[src/rtl/conv_tap_pos_sequencer.sv]
// Walks every output position and kernel tap of a convolution over the padded map, issues each
// logical (x,y) to the position converter and streams the converted positions downstream.
module conv_tap_pos_sequencer #(
  parameter int SIM_DELAY = 1
) (
  input  logic        aclk,
  input  logic        areset,
  input  logic        aclken,
  input  logic [15:0] ofmap_w_m1,
  input  logic [15:0] ofmap_h_m1,
  input  logic [2:0]  kernel_w_m1,
  input  logic [2:0]  kernel_h_m1,
  input  logic [2:0]  stride_x_m1,
  input  logic [2:0]  stride_y_m1,
  input  logic        blk_start,
  output logic        blk_idle,
  output logic        blk_done,
  output logic        cvt_start,
  input  logic        cvt_idle,
  output logic [15:0] cvt_logic_x,
  output logic [15:0] cvt_logic_y,
  output logic        cvt_en_x_cvt,
  output logic        cvt_en_y_cvt,
  input  logic        cvt_done,
  input  logic [15:0] cvt_phy_x,
  input  logic [15:0] cvt_phy_y,
  input  logic        cvt_is_vld,
  output logic        m_pos_valid,
  input  logic        m_pos_ready,
  output logic [15:0] m_pos_x,
  output logic [15:0] m_pos_y,
  output logic        m_pos_is_vld,
  output logic        m_pos_last_tap,
  output logic        m_pos_last
);

  typedef enum logic [2:0] {StIdle, StIssue, StWait, StOut, StDone} state_e;

  state_e      state_q, state_d;
  logic [15:0] ow_q, ow_d, oh_q, oh_d;
  logic [2:0]  kw_q, kw_d, kh_q, kh_d, sx_q, sx_d, sy_q, sy_d;
  logic [2:0]  kx_q, kx_d, ky_q, ky_d;
  logic [15:0] ox_q, ox_d, oy_q, oy_d;
  logic [15:0] base_x_q, base_x_d, base_y_q, base_y_d;
  logic        start_q, start_d;
  logic        valid_q, valid_d;
  logic [15:0] px_q, px_d, py_q, py_d;
  logic        vld_q, vld_d, last_tap_q, last_tap_d, last_q, last_d;
  logic        tap_is_last;

  assign tap_is_last = (kx_q == kw_q) && (ky_q == kh_q);

  always_comb begin
    state_d    = state_q;
    ow_d       = ow_q;
    oh_d       = oh_q;
    kw_d       = kw_q;
    kh_d       = kh_q;
    sx_d       = sx_q;
    sy_d       = sy_q;
    kx_d       = kx_q;
    ky_d       = ky_q;
    ox_d       = ox_q;
    oy_d       = oy_q;
    base_x_d   = base_x_q;
    base_y_d   = base_y_q;
    start_d    = start_q;
    valid_d    = valid_q;
    px_d       = px_q;
    py_d       = py_q;
    vld_d      = vld_q;
    last_tap_d = last_tap_q;
    last_d     = last_q;
    // With aclken low every register keeps its value, outputs included.
    if (aclken) begin
      start_d = 1'b0;
      case (state_q)
        StIdle: begin
          if (blk_start) begin
            ow_d     = ofmap_w_m1;
            oh_d     = ofmap_h_m1;
            kw_d     = kernel_w_m1;
            kh_d     = kernel_h_m1;
            sx_d     = stride_x_m1;
            sy_d     = stride_y_m1;
            kx_d     = 3'd0;
            ky_d     = 3'd0;
            ox_d     = 16'd0;
            oy_d     = 16'd0;
            base_x_d = 16'd0;
            base_y_d = 16'd0;
            state_d  = StIssue;
          end
        end
        StIssue: begin
          if (cvt_idle) begin
            start_d = 1'b1;
            state_d = StWait;
          end
        end
        StWait: begin
          if (cvt_done) begin
            px_d       = cvt_phy_x;
            py_d       = cvt_phy_y;
            vld_d      = cvt_is_vld;
            last_tap_d = tap_is_last;
            last_d     = tap_is_last && (ox_q == ow_q) && (oy_q == oh_q);
            valid_d    = 1'b1;
            state_d    = StOut;
          end
        end
        StOut: begin
          if (m_pos_ready) begin
            valid_d = 1'b0;
            if (last_q) begin
              state_d = StDone;
            end else begin
              state_d = StIssue;
              if (kx_q != kw_q) begin
                kx_d = kx_q + 3'd1;
              end else begin
                kx_d = 3'd0;
                if (ky_q != kh_q) begin
                  ky_d = ky_q + 3'd1;
                end else begin
                  ky_d = 3'd0;
                  if (ox_q != ow_q) begin
                    ox_d     = ox_q + 16'd1;
                    base_x_d = base_x_q + {13'd0, sx_q} + 16'd1;
                  end else begin
                    ox_d     = 16'd0;
                    base_x_d = 16'd0;
                    oy_d     = oy_q + 16'd1;
                    base_y_d = base_y_q + {13'd0, sy_q} + 16'd1;
                  end
                end
              end
            end
          end
        end
        StDone:  state_d = StIdle;
        default: state_d = StIdle;
      endcase
    end
  end

  always_ff @(posedge aclk or posedge areset) begin
    if (areset) begin
      state_q    <= StIdle;
      ow_q       <= 16'd0;
      oh_q       <= 16'd0;
      kw_q       <= 3'd0;
      kh_q       <= 3'd0;
      sx_q       <= 3'd0;
      sy_q       <= 3'd0;
      kx_q       <= 3'd0;
      ky_q       <= 3'd0;
      ox_q       <= 16'd0;
      oy_q       <= 16'd0;
      base_x_q   <= 16'd0;
      base_y_q   <= 16'd0;
      start_q    <= 1'b0;
      valid_q    <= 1'b0;
      px_q       <= 16'd0;
      py_q       <= 16'd0;
      vld_q      <= 1'b0;
      last_tap_q <= 1'b0;
      last_q     <= 1'b0;
    end else begin
      state_q    <= state_d;
      ow_q       <= ow_d;
      oh_q       <= oh_d;
      kw_q       <= kw_d;
      kh_q       <= kh_d;
      sx_q       <= sx_d;
      sy_q       <= sy_d;
      kx_q       <= kx_d;
      ky_q       <= ky_d;
      ox_q       <= ox_d;
      oy_q       <= oy_d;
      base_x_q   <= base_x_d;
      base_y_q   <= base_y_d;
      start_q    <= start_d;
      valid_q    <= valid_d;
      px_q       <= px_d;
      py_q       <= py_d;
      vld_q      <= vld_d;
      last_tap_q <= last_tap_d;
      last_q     <= last_d;
    end
  end

  // cvt_start is registered, so the logical position it carries is already stable in WAIT.
  assign cvt_start      = start_q;
  assign cvt_logic_x    = base_x_q + {13'd0, kx_q};
  assign cvt_logic_y    = base_y_q + {13'd0, ky_q};
  assign cvt_en_x_cvt   = 1'b1;
  assign cvt_en_y_cvt   = 1'b1;
  assign blk_idle       = (state_q == StIdle);
  assign blk_done       = (state_q == StDone);
  assign m_pos_valid    = valid_q;
  assign m_pos_x        = px_q;
  assign m_pos_y        = py_q;
  assign m_pos_is_vld   = vld_q;
  assign m_pos_last_tap = last_tap_q;
  assign m_pos_last     = last_q;

endmodule
[config.mk]
export PLATFORM = sky130hd
export DESIGN_NAME = conv_tap_pos_sequencer
export DESIGN_NICKNAME = d
export VERILOG_FILES = /design/src/rtl/conv_tap_pos_sequencer.sv
export SDC_FILE = /design/constraint.sdc
export NUM_CORES = 1
export LEC_CHECK = 0
export CAP_MARGIN = 0
export CORE_ASPECT_RATIO = 1.5
export CORE_MARGIN = 1
export CORE_UTILIZATION = 54
export CTS_BUF_LIST = sky130_fd_sc_hd__clkbuf_8
export CTS_CLUSTER_SIZE = 12
export DETAILED_ROUTE_END_ITERATION = 12
export PLACE_DENSITY_LB_ADDON = 0.05
export REMOVE_ABC_BUFFERS = 1
export SYNTH_ARGS = -nofsm -noshare
export SYNTH_HDL_FRONTEND = slang
export SYNTH_SLANG_ARGS = --single-unit
export TNS_END_PERCENT = 20
[constraint.sdc]
create_clock -name aclk -period 5.5 [get_ports aclk]
set_input_delay 0.55 -clock aclk [delete_from_list [all_inputs] [get_ports aclk]]
set_output_delay 0.55 -clock aclk [all_outputs]
set_load 0.01 [all_outputs]
== Word level (Yosys, flattened, before mapping) ==
Cells that the tools add are included.

* Register bits: 154
* Logic and storage cells: 109
* Output and inout bits: 73

* Reduce and logical (&&, ||, !) cells: 14
* Eq/ne operators: 19
* $add $sub $neg: 10
* Muxes and demuxes: 46

{| class="wikitable"
|+ Operators by type and width
! kind !! number
|-
| $mux W16 || 21
|-
| $pmux W16 S2 || 4
|-
| $add A16 B1 Y16 const B || 4
|-
| $add A16 B3 Y16 || 4
|-
| $mux W3 || 13
|-
| $eq A16 B16 Y1 || 2
|-
| $ne A16 B16 Y1 || 1
|-
| $ne A2 B2 Y1 const B || 8
|-
| $pmux W3 S2 || 2
|-
| $pmux W3 S4 || 1
|-
| $reduce_and A5 Y1 || 2
|-
| $reduce_and A8 Y1 || 1
|-
| $reduce_and A7 Y1 || 1
|-
| $add A3 B1 Y3 const B || 2
|-
| $eq A3 B2 Y1 const B || 2
|-
| $eq A3 B3 Y1 || 2
|-
| $ne A3 B3 Y1 || 2
|-
| $reduce_and A3 Y1 || 2
|-
| $reduce_and A6 Y1 || 1
|-
| $mux W1 || 4
|-
| $reduce_and A4 Y1 || 1
|-
| $reduce_bool A2 Y1 || 2
|-
| $eq A3 B1 Y1 const B || 1
|-
| $eq A3 B3 Y1 const B || 1
|-
| other kinds (3) || 5
|}

== Longest topological paths before layout ==
Gate-level depths: netlist of run 1.

* Depth after elaboration: 8
* Mapped depth: 10
* Mapped depth without buffers: 10

== Worst setup path before layout of run 1 ==
No wires, ideal clock.

* Path type: reg2out
* Start: register kx_q[0]
* End: output port cvt_logic_x[14]
* Required time: 4.950 ns
* Cell stages (with the launch flop): 9
* Setup slack: 3.180 ns
* Data arrival time: 1.770 ns
* Cell sequence: dfrtp_1 > ha_1 > fa_1 > a21o_1 > nand2_1 > nor2_1 > nand4_1 > nor2_1 > xor2_1

* Longest elaborated chain between the ends: 1

{| class="wikitable"
|+ RTL lines
! element !! line !! RTL
|-
| from (decl) || 42 || <nowiki>logic [2:0] kx_q, kx_d, ky_q, ky_d;</nowiki>
|-
| from (signal assigned) || 177 || <nowiki>kx_q <= kx_d;</nowiki>
|-
| $add A16 B3 Y16 || 195 || <nowiki>assign cvt_logic_x = base_x_q + {13'd0, kx_q};</nowiki>
|-
| to (decl) || 20 || <nowiki>output logic [15:0] cvt_logic_x,</nowiki>
|}

Every way passes these cells.

== Worst setup path in the final report of run 1 ==
* Start: register kx_q[0]
* End: output port cvt_logic_x[10]

Same word-level chain as after synthesis.

==> run_results.csv, run 1 <==
group,metric,value,unit
place,placed_cell_area,9780,µm²
routing,via_count,6676,
final_layout,antenna_cells,0,
power,peakVddDrop,0.284,mV
routing,avgRoutedWirePerCell,16.1,µm
routing,vias_per_cell,5.56,
logic_synthesis,ys_seq_area_share,47.4,%
power,sequentialPowerShare,42.1,%
final_layout,fillers,1252,
worst_setup_path,slowest_stage,"clkdlybuf4s50_1",
routing,ant_nets,0,
global_routing,antenna_found_initial,0,
worst_setup_path,crit_fanout,5,
logic_synthesis,yosysMostFrequentCell,"nand2_1",
cts,clk_pin_slew,90,ps
routing,drc,0,
logic_synthesis,ys_types,61,
worst_setup_path,worst-path-buf-inv,1,
cts,ctsHoldBuffers,0,
power,netSwitchingFraction,34.8,%
power,clkPwrFrac,21.0,%
global_routing,grt_pass1_vias,6600,
worst_setup_path,worst_path_most_repeated_cell,"nor2_1",
timing,finalHoldViolCount,0,
worst_setup_path,worstPathCellList,"ha_1, fa_1, a21o_1, nand2_1, nor2_1, nand4_1, nor2_1, xor2_1, clkdlybuf4s50_1",
job,max-cap-violations,0,
floorplanning,design.core.area,14600,µm²
final_layout,areaGrowthSynthToFinish,25.1,%
power,switchingPower,1400,µW
floorplanning,die-area,15600,µm²
routing,drt_wl_total,19300,µm
logic_synthesis,synthTopCellsByArea,"dfrtp_1, nand2_1, xnor2_1",
global_routing,grt_pass1_wl,31800,µm
cts,ctsResizeCount,0,
worst_setup_path,start_kind,"flip-flop",
floorplanning,start_util,55.7,%
timing,slew_headroom,30.9,%
final_layout,register_area,3850,µm²
timing,period_share,63.6,%
logic_synthesis,ys_ff_latch,154,
floorplanning,die_y,152,µm
power,power_density,397,nW/µm²
timing,clock.fmax,286,MHz
worst_setup_path,critical_path_class,"reg2out",
logic_synthesis,synth_top_area_cell,"dfrtp_1",
logic_synthesis,synth-main-ff-cell,"dfrtp_1",
routing,drt-initial-drc-count,271,
final_layout,design_area,10200,µm²
power,internal-power,2630,µW
final_layout,utilization,69.7,%
cts,cts_buffers,17,
worst_setup_path,critPathMaxStageDelay,580,ps
logic_synthesis,synth_common_cells,"nand2_1, dfrtp_1, nor2_1, xnor2_1, o21ai_0",
logic_synthesis,syn-cell-area,8130,µm²
floorplanning,io_pins,157,
timing,fin_setup_tns,0,ps
run_status,outcome,"finished, final reports clean",
logic_synthesis,postSynthCellCount,859,
cts,clock_latency,460,ps
worst_setup_path,worst_path_dominant_cell_family,"adder cells",
cts,cts.sinks,154,
place,port-buffer-count,154,
cts,root_buffer,"clkbuf_8",
global_routing,grt_max_degree,117,
cts,cts_setup_buffers,0,
logic_synthesis,async_flop_share,100,%
cts,htree_levels,4,
floorplanning,die_w,102,µm
timing,drv_slew,0,
global_routing,globalRouteOverflowTotal,0,
global_routing,grt.total_usage,26.4,%
logic_synthesis,yosys_warnings,0,
cts,cts_tree,"done",
worst_setup_path,cp.required,4950,ps
min_path,hp-class,"reg2reg",
power,leakagePower,0.00451,µW
place,dp_hpwl,13600,µm
cts,max-clock-path-buffers,2,
worst_setup_path,cp.arrival,2950,ps
timing,layout_min_cycle_time,3500,ps
timing,grt_setup_unrepaired,"no",
routing,drt-pass1-iter-count,5,
logic_synthesis,synth_edf_count,0,
power,power_frac_comb,36.9,%
worst_setup_path,worstSetupEndpointType,"output port",
logic_synthesis,netlist.area_leader.share,47.4,%
final_layout,multi_input_area,4030,µm²
floorplanning,core.rowCount,54,
timing,holdWs,497,ps
timing,tightestPinTransition,1040,ps
final_layout,nNetsFinal,1097,
place,gp_congestion,0.852,
final_layout,drive_gt1_share,9.06,%
timing,setup-violations-final,0,
timing,finClkSkew,12.1,ps
logic_synthesis,syn_area_per_cell,9.46,µm²
power,p_total,4040,µW
## placed cells by master (no fill, tap or decap), types with 3 or more instances in the layout
master | netlist | layout
nand2_1 | 191 | 191
dfrtp_1 | 154 | 154
clkdlybuf4s50_1 | 0 | 154
xnor2_1 | 60 | 60
nor2_1 | 60 | 58
o21ai_0 | 38 | 38
mux2_2 | 35 | 35
xor2_1 | 33 | 33
nand3_1 | 27 | 26
nand4_1 | 26 | 26
clkbuf_8 | 0 | 19
ha_1 | 17 | 17
a31oi_1 | 16 | 16
and3_1 | 15 | 14
nor3_1 | 14 | 14
a21oi_1 | 14 | 14
o31ai_1 | 12 | 12
inv_1 | 10 | 10
o21ai_1 | 9 | 9
buf_4 | 5 | 9
and2_1 | 7 | 7
a21o_1 | 7 | 7
or3_1 | 4 | 4
o211ai_1 | 4 | 4
nor4_1 | 4 | 4
fa_1 | 4 | 4
clkinvlp_4 | 0 | 4
o311ai_0 | 3 | 3
and4_1 | 3 | 3
mux2i_1 | 3 | 3
nand2b_1 | 3 | 3
clkinv_2 | 0 | 3
## state kept, by name, indices dropped and copies added, names as in the netlist, 3 cells and up
name / count
oy_q: 16
m_pos_x: 16
kw_q: 3
state_q: 3
ox_q: 16
kx_q: 3
oh_q: 16
base_x_q: 16
base_y_q: 16
ow_q: 16
sx_q: 3
sy_q: 3
m_pos_y: 16
kh_q: 3
ky_q: 3
## kinds of logic (layout without fill, tap and decap cells)
family / count (synthesis) / in the layout / share of synthesized area, %
AO/OA/AOI/OAI: 119 / 119 / 9.21
XOR/XNOR: 93 / 93 / 10.0
adder cells (fa/ha/maj): 21 / 21 / 3.60
buffers and inverters: 60 / 204 / 3.25
flip-flops: 154 / 154 / 47.4
multiplexers: 38 / 38 / 5.22
other: 1 / 2 / 0.0462
AND/OR/NAND/NOR: 373 / 373 / 21.2
## final cells by class
| cell class | count | area share (%) |
|---|---|---|
| clock buffers | 19 | 2.57 |
| multi-input cells | 646 | 39.6 |
| inverters | 10 | 0.418 |
| flip-flops and latches | 154 | 37.9 |
| well taps | 196 | 2.41 |
| repair buffers | 163 | 15.8 |
| clock inverters | 12 | 1.24 |
## worst paths after layout
path | startpoint | endpoint | slack [ps] | cells past startpoint
max in group asynchronous | areset | base_x_q[4] | 3650 | 3
worst max-delay path | kx_q[0] | cvt_logic_x[10] | 2000 | 9
worst min register to register | ow_q[10] | ow_q[10] | 500 | 2
worst min-delay path | ow_q[10] | ow_q[10] | 500 | 2
worst max register to register | ox_q[12] | base_x_q[12] | 2470 | 7
min in group asynchronous | areset | m_pos_x[12] | 740 | 2
## routing by layer
| layer | vias to the layer above | wire (µm) | track usage [%] |
|---|---|---|---|
| li1 | 3201 | - | - |
| met1 | 3245 | 7520 | 30.8 |
| met2 | 188 | 10300 | 46.5 |
| met3 | 42 | 930 | 5.46 |
| met4 | 0 | 563 | 10.3 |
| met5 | - | 0 | 0 |
## worst register-to-register path, stage by stage, from the launching register on
cell and delay, ps:
dfrtp_1 450, xnor2_1 190, nand4_1 180, nor4_4 900
nor2_1 180, nor2_2 590, buf_4 340, nor2_1 70
## power by group through the flow
| stage | sequential (µW) | clock, µW | combinational [µW] |
|---|---|---|---|
| finish | 1700 | 848 | 1490 |
| global route | 1750 | 906 | 1650 |
| CTS | 1700 | 864 | 1510 |
| detailed placement | 1720 | 0 | 1500 |
| global placement | 1720 | 0 | 1470 |
| floorplan | 1730 | 0 | 814 |
## stage by stage
stage	worst slack (ps)	instances
after CTS	1940	1200
after global routing	1840	1200
after global placement	2030	1169
after detailed placement	1930	1169
after floorplan	800	810
final	2000	1200
(Power assumes the default switching activity.)
==> run 2, diff against run 1 <==
- CORE_UTILIZATION: 54 -> 49
- clock period: 5.5 -> 3.2 ns (I/O delays scaled with it)
==> run 2 against run 1 <==
Effect of this change:
- die area rose by 10%
- combinational power rose by 74%
- final cell count rose by 1.8%
- wire length rose by 2.4%
- sequential cell count did not move
- critical path type unchanged
- critical endpoint is now cvt_logic_x[8]
- largest cell class unchanged
- largest power group unchanged
==> run_results.csv, run 2 (synthesized netlist as in run 1, its figures left out) <==
group,metric,value,unit
worst_setup_path,cp.arrival,2710,ps
worst_setup_path,slowest_stage,"clkdlybuf4s50_1",
timing,finClkSkew,16.8,ps
floorplanning,die-area,17100,µm²
worst_setup_path,cp.required,2880,ps
cts,ctsHoldBuffers,0,
floorplanning,io_pins,157,
global_routing,grt_max_degree,62,
worst_setup_path,crit_path_end,"cvt_logic_x[8]",
global_routing,antenna_found_initial,0,
worst_setup_path,r2r_slack,650,ps
routing,ant_nets,0,
routing,avgRoutedWirePerCell,16.2,µm
worst_setup_path,critPathMaxStageDelay,570,ps
run_status,outcome,"finished, final reports clean",
worst_setup_path,reg2regPathDepth,7,
cts,clk_pin_slew,90,ps
final_layout,areaGrowthSynthToFinish,26.4,%
global_routing,grt.total_usage,24.5,%
timing,holdWs,301,ps
timing,tightestPinTransition,887,ps
cts,cts_setup_buffers,0,
floorplanning,die_y,160,µm
routing,drc,0,
cts,root_buffer,"clkbuf_8",
floorplanning,design.core.area,16200,µm²
min_path,hp-class,"in2async",
worst_setup_path,cp_num_cells,7,
timing,slew_headroom,40.7,%
place,gp_congestion,0.843,
cts,cts_tree,"done",
place,dp_hpwl,14400,µm
job,max-cap-violations,0,
timing,setup-violations-final,0,
cts,max-clock-path-buffers,2,
global_routing,grt_pass1_vias,6524,
cts,clock_latency,460,ps
routing,drt_wl_total,19700,µm
timing,period_share,94.8,%
cts,cts_buffers,17,
global_routing,globalRouteOverflowTotal,0,
worst_setup_path,start_kind,"flip-flop",
power,peakVddDrop,0.403,mV
worst_setup_path,worstReg2RegEnd,"ox_q[0]",
worst_setup_path,critical_path_class,"reg2out",
power,p_total,6960,µW
worst_setup_path,worstSetupEndpointType,"output port",
routing,drt-initial-drc-count,345,
power,leakagePower,0.00457,µW
final_layout,antenna_cells,0,
cts,htree_levels,4,
timing,finalHoldViolCount,0,
routing,vias_per_cell,5.44,
final_layout,finalNonFillerCells,1221,
global_routing,grt_pass1_wl,32600,µm
cts,ctsResizeCount,3,
final_layout,utilization,63.5,%
worst_setup_path,worstPathCellList,"ha_1, fa_1, a21o_1, nand2_1, nor3_1, xor2_1, clkdlybuf4s50_1",
worst_setup_path,setup.worst_path.start,"kx_q[0]",
timing,clock.fmax,330,MHz
final_layout,fillers,1396,
final_layout,final_cell_mix,"nand2_1, dfrtp_1, clkdlybuf4s50_1, xnor2_1, nor2_1",
final_layout,nNetsFinal,1107,
floorplanning,start_util,50.2,%
timing,drv_slew,0,
cts,cts.sinks,154,
final_layout,final_common_cell,"nand2_1",
worst_setup_path,worst-path-buf-inv,1,
floorplanning,core.rowCount,57,
worst_setup_path,worst_path_dominant_cell_family,"adder cells",
timing,grt_setup_unrepaired,"no",
routing,via_count,6644,
timing,layout_min_cycle_time,3030,ps
final_layout,drive_gt1_share,10.5,%
place,port-buffer-count,154,
place,dpl.cell_count,1189,
power,power_density,678,nW/µm²
worst_setup_path,reg2reg_from,"state_q[0]",
routing,drt-pass1-iter-count,4,
worst_setup_path,crit_fanout,5,
floorplanning,die_w,107,µm
run 2: cell types whose count changed in the layout (fill, tap and decap cells not counted), sizes merged:
cell / previous run / this run
inv: 11 / 15
dlygate4sd2: 0 / 3
clkbuf: 19 / 18
clkinvlp: 4 / 5
clkinv: 5 / 3
bufinv: 2 / 1
clkdlybuf4s50: 154 / 151
buf: 9 / 19
run 2: metrics by stage:
| step | TNS, ps | setup WS (ps) | area [µm²] |
|---|---|---|---|
| global route | 0 | 3.48 | 10300 |
| detailed placement | 0 | 433 | 9880 |
| CTS | 0 | 42.2 | 10300 |
| floorplan | -214470 | -1270 | 7900 |
| finish | 0 | 166 | 10300 |
| global placement | 0 | 475 | 9880 |
run 2: how the worst min path moves through the flow:
stage,startpoint,endpoint
after CTS,areset,m_pos_y[7]
after floorplan,kernel_h_m1[0],kh_q[0]
final,areset,m_pos_y[14]
after detailed placement,oh_q[0],oh_q[0]
after global routing,areset,m_pos_y[14]
after global placement,oh_q[0],oh_q[0]
run 2: power breakdown:
part / internal [µW] / switching (µW)
registers: 2490 / 426
logic: 1330 / 1260
clock network: 649 / 800
run 2: area by class of cell:
class                      count  area [µm²]  area share, %
clock inverter                14         136           1.33
multi-input combinational    646        4040           39.3
sequential                   154        3850           37.5
clock buffer                  18         248           2.41
timing repair buffer         173        1690           16.5
tap                          206         258           2.51
inverter                      10        42.5          0.414
run 2: layer usage:
metal / wire length, µm / share of wire [%] / global-route usage, %
met3: 922 / 4.7 / 4.69
met5: 0 / 0 / 0
met4: 462 / 2.3 / 9.59
met1: 7880 / 40 / 29.0
met2: 10500 / 53 / 43.3
==> run 3, diff against run 2 <==
- PLACE_DENSITY: not set -> 0.77
- PLACE_DENSITY_LB_ADDON: 0.05 -> not set
- TNS_END_PERCENT: 20 -> not set
==> run 3 against run 2 <==
Effect of this change:
- fmax shrank 0.83%
- clock skew is 0.84 ps lower
- final cell count rose by 0.25%
- wire length increased by 1.4%
- sequential share of layout area decreased by 0.18 points
- setup slack lost 25 ps
- design area is 0.51% higher
- register-to-register slack is essentially flat
- sequential cell count stayed put
- combinational power up 2%
- sequential power barely moved
- critical path type unchanged
- critical endpoint is now cvt_logic_y[14]
==> run_results.csv, run 3 (synthesized netlist as in run 1, its figures left out) <==
group,metric,value,unit
timing,drv_slew,0,
power,leakagePower,0.00464,µW
routing,drt-pass1-iter-count,5,
routing,ant_nets,0,
routing,drt_wl_total,20000,µm
worst_setup_path,reg2reg_from,"state_q[0]",
final_layout,final_common_cell,"nand2_1",
cts,cts_tree,"done",
place,gp_congestion,0.880,
cts,clk_pin_slew,100,ps
final_layout,final_cell_mix,"nand2_1, dfrtp_1, clkdlybuf4s50_1, xnor2_1, nor2_1",
timing,finalHoldViolCount,0,
global_routing,grt.total_usage,24.9,%
min_path,hp-class,"in2async",
timing,setup-violations-final,0,
power,clkPwrFrac,21.3,%
power,internal-power,4560,µW
worst_setup_path,start_kind,"flip-flop",
timing,grt_setup_unrepaired,"no",
final_layout,design_area,10300,µm²
cts,clock_latency,450,ps
global_routing,globalRouteOverflowTotal,0,
global_routing,gr-usage-met2,44.0,%
final_layout,nNetsFinal,1110,
final_layout,drive_gt1_share,10.6,%
floorplanning,design.core.area,16200,µm²
worst_setup_path,setup.worst_path.start,"ky_q[0]",
final_layout,antenna_cells,0,
timing,slew_headroom,45.0,%
floorplanning,start_util,50.2,%
cts,max-clock-path-buffers,2,
worst_setup_path,critical_path_class,"reg2out",
global_routing,grt_pass1_wl,33700,µm
power,netSwitchingFraction,35.6,%
global_routing,antenna_found_initial,0,
global_routing,grt_pass1_vias,6973,
worst_setup_path,reg2regPathDepth,7,
floorplanning,die_w,107,µm
timing,period_share,95.6,%
place,placed_cell_area,9910,µm²
routing,via_count,6805,
power,sequentialPowerShare,41.3,%
cts,ctsHoldBuffers,0,
run_status,outcome,"finished, final reports clean",
timing,tightestPinTransition,821,ps
floorplanning,die_y,160,µm
floorplanning,io_pins,157,
timing,clock.fmax,327,MHz
power,peakVddDrop,0.382,mV
final_layout,areaGrowthSynthToFinish,27.1,%
place,dp_hpwl,14500,µm
floorplanning,die-area,17100,µm²
worst_setup_path,r2r_slack,660,ps
worst_setup_path,cp.required,2880,ps
worst_setup_path,cp.arrival,2740,ps
routing,vias_per_cell,5.56,
timing,layout_min_cycle_time,3060,ps
power,power_density,685,nW/µm²
routing,drc,0,
global_routing,grt_max_degree,74,
place,port-buffer-count,154,
power,power_frac_comb,37.4,%
routing,avgRoutedWirePerCell,16.3,µm
routing,drt-initial-drc-count,425,
power,switchingPower,2520,µW
global_routing,global_route.usage.met3,3.84,%
worst_setup_path,crit_fanout,5,
cts,htree_levels,4,
worst_setup_path,worstSetupEndpointType,"output port",
cts,cts.sinks,154,
timing,holdWs,370,ps
floorplanning,core.rowCount,57,
cts,cts_buffers,17,
global_routing,gr-usage-met1,29.6,%
cts,root_buffer,"clkbuf_8",
job,max-cap-violations,0,
timing,finClkSkew,15.9,ps
worst_setup_path,worstReg2RegEnd,"base_x_q[15]",
global_routing,grt.busiest_layer,"met2",
worst_setup_path,crit_path_end,"cvt_logic_y[14]",
[run 3: layout make-up]
| class | instances | area [µm²] |
|---|---|---|
| flip-flops and latches | 154 | 3850 |
| fillers | 1334 | 5860 |
| multi-input cells | 646 | 4040 |
| inverters | 10 | 42.5 |
| repair buffers | 176 | 1730 |
| clock buffers | 17 | 234 |
| clock inverters | 15 | 165 |
| well taps | 206 | 258 |
[run 3: how the worst min path moves through the flow]
stage / to / cells after the start / slack [ps] / start
2_1_floorplan: kh_q[0] / 2 / 430 / kernel_h_m1[0]
3_3_place_gp: sy_q[2] / 2 / 480 / sy_q[2]
3_5_place_dp: sy_q[2] / 2 / 480 / sy_q[2]
4_1_cts: m_pos_x[13] / 2 / 380 / areset
5_1_grt: oh_q[15] / 3 / 380 / ofmap_h_m1[15]
6_report: m_pos_x[13] / 2 / 370 / areset
[run 3: power groups by stage]
stage	logic (µW)	registers, µW	clock network [µW]
after global placement	2580	2940	0
after floorplan	1400	2970	0
final	2650	2920	1500
after global routing	2900	3000	1620
after detailed placement	2640	2960	0
after CTS	2660	2930	1530
[run 3: worst max-delay path: stages, from the launching register on]
cell             delay (ps)
dfrtp_1                 440
ha_1                    250
fa_1                    420
a21oi_2                 270
nor3_1                  130
nand3_1                 120
xnor2_1                 120
clkdlybuf4s50_1         550
[run 3: through the flow]
stage	util [%]	instances	total power [µW]	setup TNS, ps	setup slack, ps
after CTS	63.7	1224	7120	0	51.8
after detailed placement	61.2	1192	5600	0	409
after global routing	63.8	1224	7520	0	11.3
after global placement	61.2	1192	5520	0	409
after floorplan	-	810	4370	-214470	-1270
final	63.8	1224	7070	0	141
[run 3: what timing repair did]
item / CTS / global route
gates resized for setup: 4 / 5
setup endpoints to repair: 4 / 9
pin swaps: 0 / 0
setup buffers: 0 / 0
[run 3: per-layer routing]
metal / part of all wire, % / up-vias
met2: 53 / 203
met1: 39 / 3335
met4: 3.3 / 0
met3: 4.3 / 46
met5: 0 / -
li1: - / 3221
